<file path="config.mk">
export PLATFORM = sky130hd
export DESIGN_NAME = ped_request_unit
export DESIGN_NICKNAME = d
export VERILOG_FILES = /design/src/rtl/ped_request_unit.sv
export SDC_FILE = /design/constraint.sdc
export NUM_CORES = 1
export LEC_CHECK = 0
export ABC_AREA = 1
export CAP_MARGIN = 20
export CORE_AREA = 4 4 88 152
export CTS_BUF_LIST = sky130_fd_sc_hd__clkbuf_2 sky130_fd_sc_hd__clkbuf_4 sky130_fd_sc_hd__clkbuf_8
export DETAILED_ROUTE_END_ITERATION = 6
export DIE_AREA = 0 0 92 156
export MAX_ROUTING_LAYER = met4
export PLACE_DENSITY_LB_ADDON = 0.15
export SLEW_MARGIN = 20
export SYNTH_ARGS = -nofsm -noshare
export SYNTH_HDL_FRONTEND = slang
export SYNTH_SLANG_ARGS = --single-unit
export TNS_END_PERCENT = 5
</file>
<file path="constraint.sdc">
create_clock -name CLK -period 2.8 [get_ports CLK]
set_clock_uncertainty 0.2 [all_clocks]
set_input_delay 0.42 -clock CLK [delete_from_list [all_inputs] [get_ports CLK]]
set_output_delay 0.42 -clock CLK [all_outputs]
set_load 0.05 [all_outputs]
</file>
<file path="src/rtl/ped_request_unit.sv">
// Pedestrian push-button front end: synchronise, debounce, latch a crossing request,
// hold it to the signal controller with a level REQ / pulse ACK handshake, blink WAIT.
module ped_request_unit #(
  parameter int CLK_FREQ      = 12000000,
  parameter int DEBOUNCE_MS   = 20,
  parameter int LOCKOUT_MS    = 3000,
  parameter int BLINK_HALF_MS = 250
) (
  input  logic CLK,
  input  logic RST,
  input  logic BTN,
  input  logic ACK,
  output logic REQ,
  output logic WAIT_LED,
  output logic BTN_CLEAN,
  output logic PRESS
);

  // Handshake: REQ is a level held from PRESS until ACK; ACK is a one-cycle pulse
  // that only has an effect while REQ is high (state PENDING).

  localparam logic [1:0] IDLE    = 2'd0;
  localparam logic [1:0] PENDING = 2'd1;
  localparam logic [1:0] LOCKOUT = 2'd2;

  localparam logic [31:0] TICK_MAX  = 32'(CLK_FREQ / 1000 - 1);
  localparam logic [31:0] DB_LIM    = 32'(DEBOUNCE_MS);
  localparam logic [31:0] LOCK_LIM  = 32'(LOCKOUT_MS);
  localparam logic [31:0] BLINK_LIM = 32'(BLINK_HALF_MS);

  logic [31:0] presc;
  logic        tick;
  logic        s1;
  logic        bs;
  logic [31:0] db_cnt;
  logic [1:0]  state;
  logic [1:0]  state_nx;
  logic [31:0] lock_cnt;
  logic [31:0] lock_nx;
  logic        defer;
  logic        defer_nx;
  logic [31:0] blink_cnt;

  assign tick = (presc == TICK_MAX);

  always_ff @(posedge CLK) begin
    if (RST) begin
      presc <= 32'd0;
    end else if (tick) begin
      presc <= 32'd0;
    end else begin
      presc <= presc + 32'd1;
    end
  end

  always_ff @(posedge CLK) begin
    if (RST) begin
      s1 <= 1'b0;
      bs <= 1'b0;
    end else begin
      s1 <= BTN;
      bs <= s1;
    end
  end

  // PRESS is registered alongside BTN_CLEAN so both rise in the same cycle.
  always_ff @(posedge CLK) begin
    if (RST) begin
      db_cnt    <= 32'd0;
      BTN_CLEAN <= 1'b0;
      PRESS     <= 1'b0;
    end else begin
      PRESS <= 1'b0;
      if (bs == BTN_CLEAN) begin
        db_cnt <= 32'd0;
      end else if (db_cnt >= DB_LIM) begin
        BTN_CLEAN <= bs;
        PRESS     <= bs;
        db_cnt    <= 32'd0;
      end else if (tick) begin
        db_cnt <= db_cnt + 32'd1;
      end
    end
  end

  always_comb begin
    state_nx = state;
    lock_nx  = lock_cnt;
    defer_nx = defer;
    case (state)
      IDLE: begin
        if (PRESS) state_nx = PENDING;
      end
      PENDING: begin
        if (ACK) begin
          state_nx = LOCKOUT;
          lock_nx  = 32'd0;
          defer_nx = 1'b0;
        end
      end
      LOCKOUT: begin
        if (lock_cnt >= LOCK_LIM) begin
          state_nx = (defer || PRESS) ? PENDING : IDLE;
          lock_nx  = 32'd0;
          defer_nx = 1'b0;
        end else begin
          if (tick)  lock_nx  = lock_cnt + 32'd1;
          if (PRESS) defer_nx = 1'b1;
        end
      end
      default: begin
        state_nx = IDLE;
        lock_nx  = 32'd0;
        defer_nx = 1'b0;
      end
    endcase
  end

  always_ff @(posedge CLK) begin
    if (RST) begin
      state    <= IDLE;
      lock_cnt <= 32'd0;
      defer    <= 1'b0;
    end else begin
      state    <= state_nx;
      lock_cnt <= lock_nx;
      defer    <= defer_nx;
    end
  end

  // Outputs follow the next state so REQ/WAIT_LED change one cycle after PRESS/ACK.
  always_ff @(posedge CLK) begin
    if (RST) begin
      REQ <= 1'b0;
    end else begin
      REQ <= (state_nx == PENDING);
    end
  end

  always_ff @(posedge CLK) begin
    if (RST) begin
      WAIT_LED  <= 1'b0;
      blink_cnt <= 32'd0;
    end else if (state_nx != PENDING) begin
      WAIT_LED  <= 1'b0;
      blink_cnt <= 32'd0;
    end else if (state != PENDING) begin
      WAIT_LED  <= 1'b1;
      blink_cnt <= 32'd0;
    end else if (blink_cnt >= BLINK_LIM) begin
      WAIT_LED  <= ~WAIT_LED;
      blink_cnt <= 32'd0;
    end else if (tick) begin
      blink_cnt <= blink_cnt + 32'd1;
    end
  end

endmodule

</file>
==> run metrics <==
status finished, final reports clean; height of the die 156 um; R2R setup slack 0.44 ns; # H-tree levels 4; Final Cycle Share 0.842; pwr/cell area 572 mW/mm^2; I/O pins 8; Mapped Area 0.00558 sq mm; crit path max fanout 30; Setup violations, final 0; DR WL/cell 12.3 um; Crit Path Category flip-flop to flip-flop; post-route minimum period 2.36 ns; RD Place Congestion 0.955; Worst Setup Start Kind flip-flop; CTS tree yes; initial core utilization 0.462; total negative setup slack 0 ns; R2R depth 11; number of global-route vias before repair 4588; via count 4665; Reg-to-Reg End lock_cnt[6]$_SDFFE_PP0P_; slew margin rel. 0.641; clock-pin transition on the worst setup and hold timing paths 0.08 ns; initial antenna violation count 0; Nets 794; site row count 53; worst path required time 2.97 ns; postcts setup bufs 0; clock sink count 137; clk_lat worst skew 0.43 ns; Die Width 92 um; hold buffers post-CTS 0; Die ar. 0.0144 sq mm; worst setup path startpoint presc[0]$_SDFF_PP0_; CP Capture Type flip-flop; global-route wire length before repair 20200 um; Leakage 2.46 nW; Avg Inst Size Synth 7.81 sq um; worst slew pin tran 0.534 ns; Seq/Total Area, Yosys 0.492; share of cells above drive strength 1 0.0955; post-cts resize count 0; synthesis-stage register bit count 137; post-detail-place hpwl 9010 um; antenna cells 0; worst-case clock buffer depth 2; total grt overflow 0; r2r startpoint presc[0]$_SDFF_PP0_; Netlist cell types 39; Clock Tree Root clkbuf_8; Gate Count Post-Synth 714; most frequent cells in the layout dfxtp_1 (137), nand2_1 (133), nor2_1 (110), inv_1 (78), conb_1 (51); Hold WS 0.208 ns; hold depth 2; area delta synth->final 14.6%; GRT Total Usage 0.181; most common cell after layout, fill and taps aside dfxtp_1; largest net degree at the start of global routing 32; Post-Route WL 11900 um; synth warn 0; CTS Buf Count 17; fmax 424 MHz; max-slew violation count 0; DRC Markers 0; drt via density 4.85; Critical Path AT 2.53 ns; Worst Hold Class flip-flop to flip-flop; Post-DRT Antenna Nets 0; Hold Fails Final Rpt 0; RSZ-0062 raised after global routing no; Iter 0 DRT Violations 157; core area 0.0121 sq mm; max-cap violations 0; Critical Path Sink lock_cnt[6]$_SDFFE_PP0P_; drt pass-1 iters 5; Worst VDD drop 0.548 mV; Port Buf Inserts 7
critical path, stage by stage (launching register included):
cell and delay [ns]:
dfxtp_1 0.38, ha_1 0.20, nand2_2 0.08, nor2_4 0.16, inv_2 0.07, nor2_2 0.11
nand2_2 0.08, nor2_4 0.29, nand2_4 0.16, nand2_4 0.33, nand2_2 0.09, a21oi_2 0.12
power by group:
part / internal, W / total, W / switching (W)
sequential: 0.00199 / 0.00201 / 0.0000151
combinational: 0.0000192 / 0.0000651 / 0.0000459
clock: 0.000737 / 0.00158 / 0.000845
state kept, by name (all words and copies together) (netlist names), 2 cells and up:
register and count:
db_cnt 32, blink_cnt 32, lock_cnt 32, state 2, presc 32
how the worst min path moves through the flow:
| stage | startpoint | to | slack, ns |
|---|---|---|---|
| floorplan | s1$_SDFF_PP0_ | bs$_SDFF_PP0_ | 0.19 |
| global placement | s1$_SDFF_PP0_ | bs$_SDFF_PP0_ | 0.19 |
| detailed placement | s1$_SDFF_PP0_ | bs$_SDFF_PP0_ | 0.20 |
| CTS | s1$_SDFF_PP0_ | bs$_SDFF_PP0_ | 0.21 |
| global route | s1$_SDFF_PP0_ | bs$_SDFF_PP0_ | 0.25 |
| finish | s1$_SDFF_PP0_ | bs$_SDFF_PP0_ | 0.21 |
layer usage:
metal	wire (um)	GRT usage
met1	4410	0.170
met2	6590	0.336
met3	275	0.0309
met4	590	0.111
met5	0	-
kinds of logic (layout without fill, tap and decap cells):
kind of cell,count (synthesis),count (layout),share of synthesized area
buffers and inverters,93,125,0.0673
xor gates and xnor gates,14,14,0.0220
and+or+nand+nor,413,413,0.350
adders and majority gates,7,7,0.0157
DFF,137,137,0.492
other,1,51,0.000672
AOI/OAI and AO/OA,49,49,0.0529
area by class of cell:
cell class                 instances  area (sq um)
timing repair buffer              11           100
tap                              165           206
clock buffer                      17           234
inverter                          82           308
fill                            1218          5680
sequential                       137          2740
multi-input combinational        534          2650
clock inverter                    15           153
Yosys cell counts (all sizes together):
| cell type | instances | area, sq um |
|---|---|---|
| nand2 | 150 | 616 |
| dfxtp | 137 | 2740 |
| nor2 | 116 | 465 |
| inv | 81 | 304 |
| nor3 | 41 | 210 |
| nand3 | 40 | 205 |
| a21oi | 34 | 200 |
| nor3b | 27 | 208 |
| nand4 | 24 | 150 |
| xor2 | 10 | 87.6 |
| buf | 9 | 60.1 |
| ha | 7 | 87.6 |
| o21ai | 7 | 35.0 |
| nor4 | 6 | 37.5 |
| o211ai | 4 | 30.0 |
| or2 | 4 | 25.0 |
| xnor2 | 4 | 35.0 |
| nand3b | 3 | 22.5 |
| and3 | 2 | 12.5 |
| clkbuf | 2 | 7.51 |
| o21a | 2 | 15.0 |
| a221oi | 1 | 8.76 |
| a31oi | 1 | 6.26 |
| clkinv | 1 | 3.75 |
| conb | 1 | 3.75 |
per-stage QoR:
step	cell area [sq um]	std cells	power [W]	util	setup WS (ns)
floorplan	5770	764	0.00210	-	0.946
global placement	6010	929	0.00211	0.498	0.563
detailed placement	6010	929	0.00212	0.498	0.439
CTS	6390	961	0.00371	0.530	0.369
global route	6390	961	0.00382	0.530	0.272
finish	6390	961	0.00365	0.530	0.442
Power figures use the tool's default switching activity.
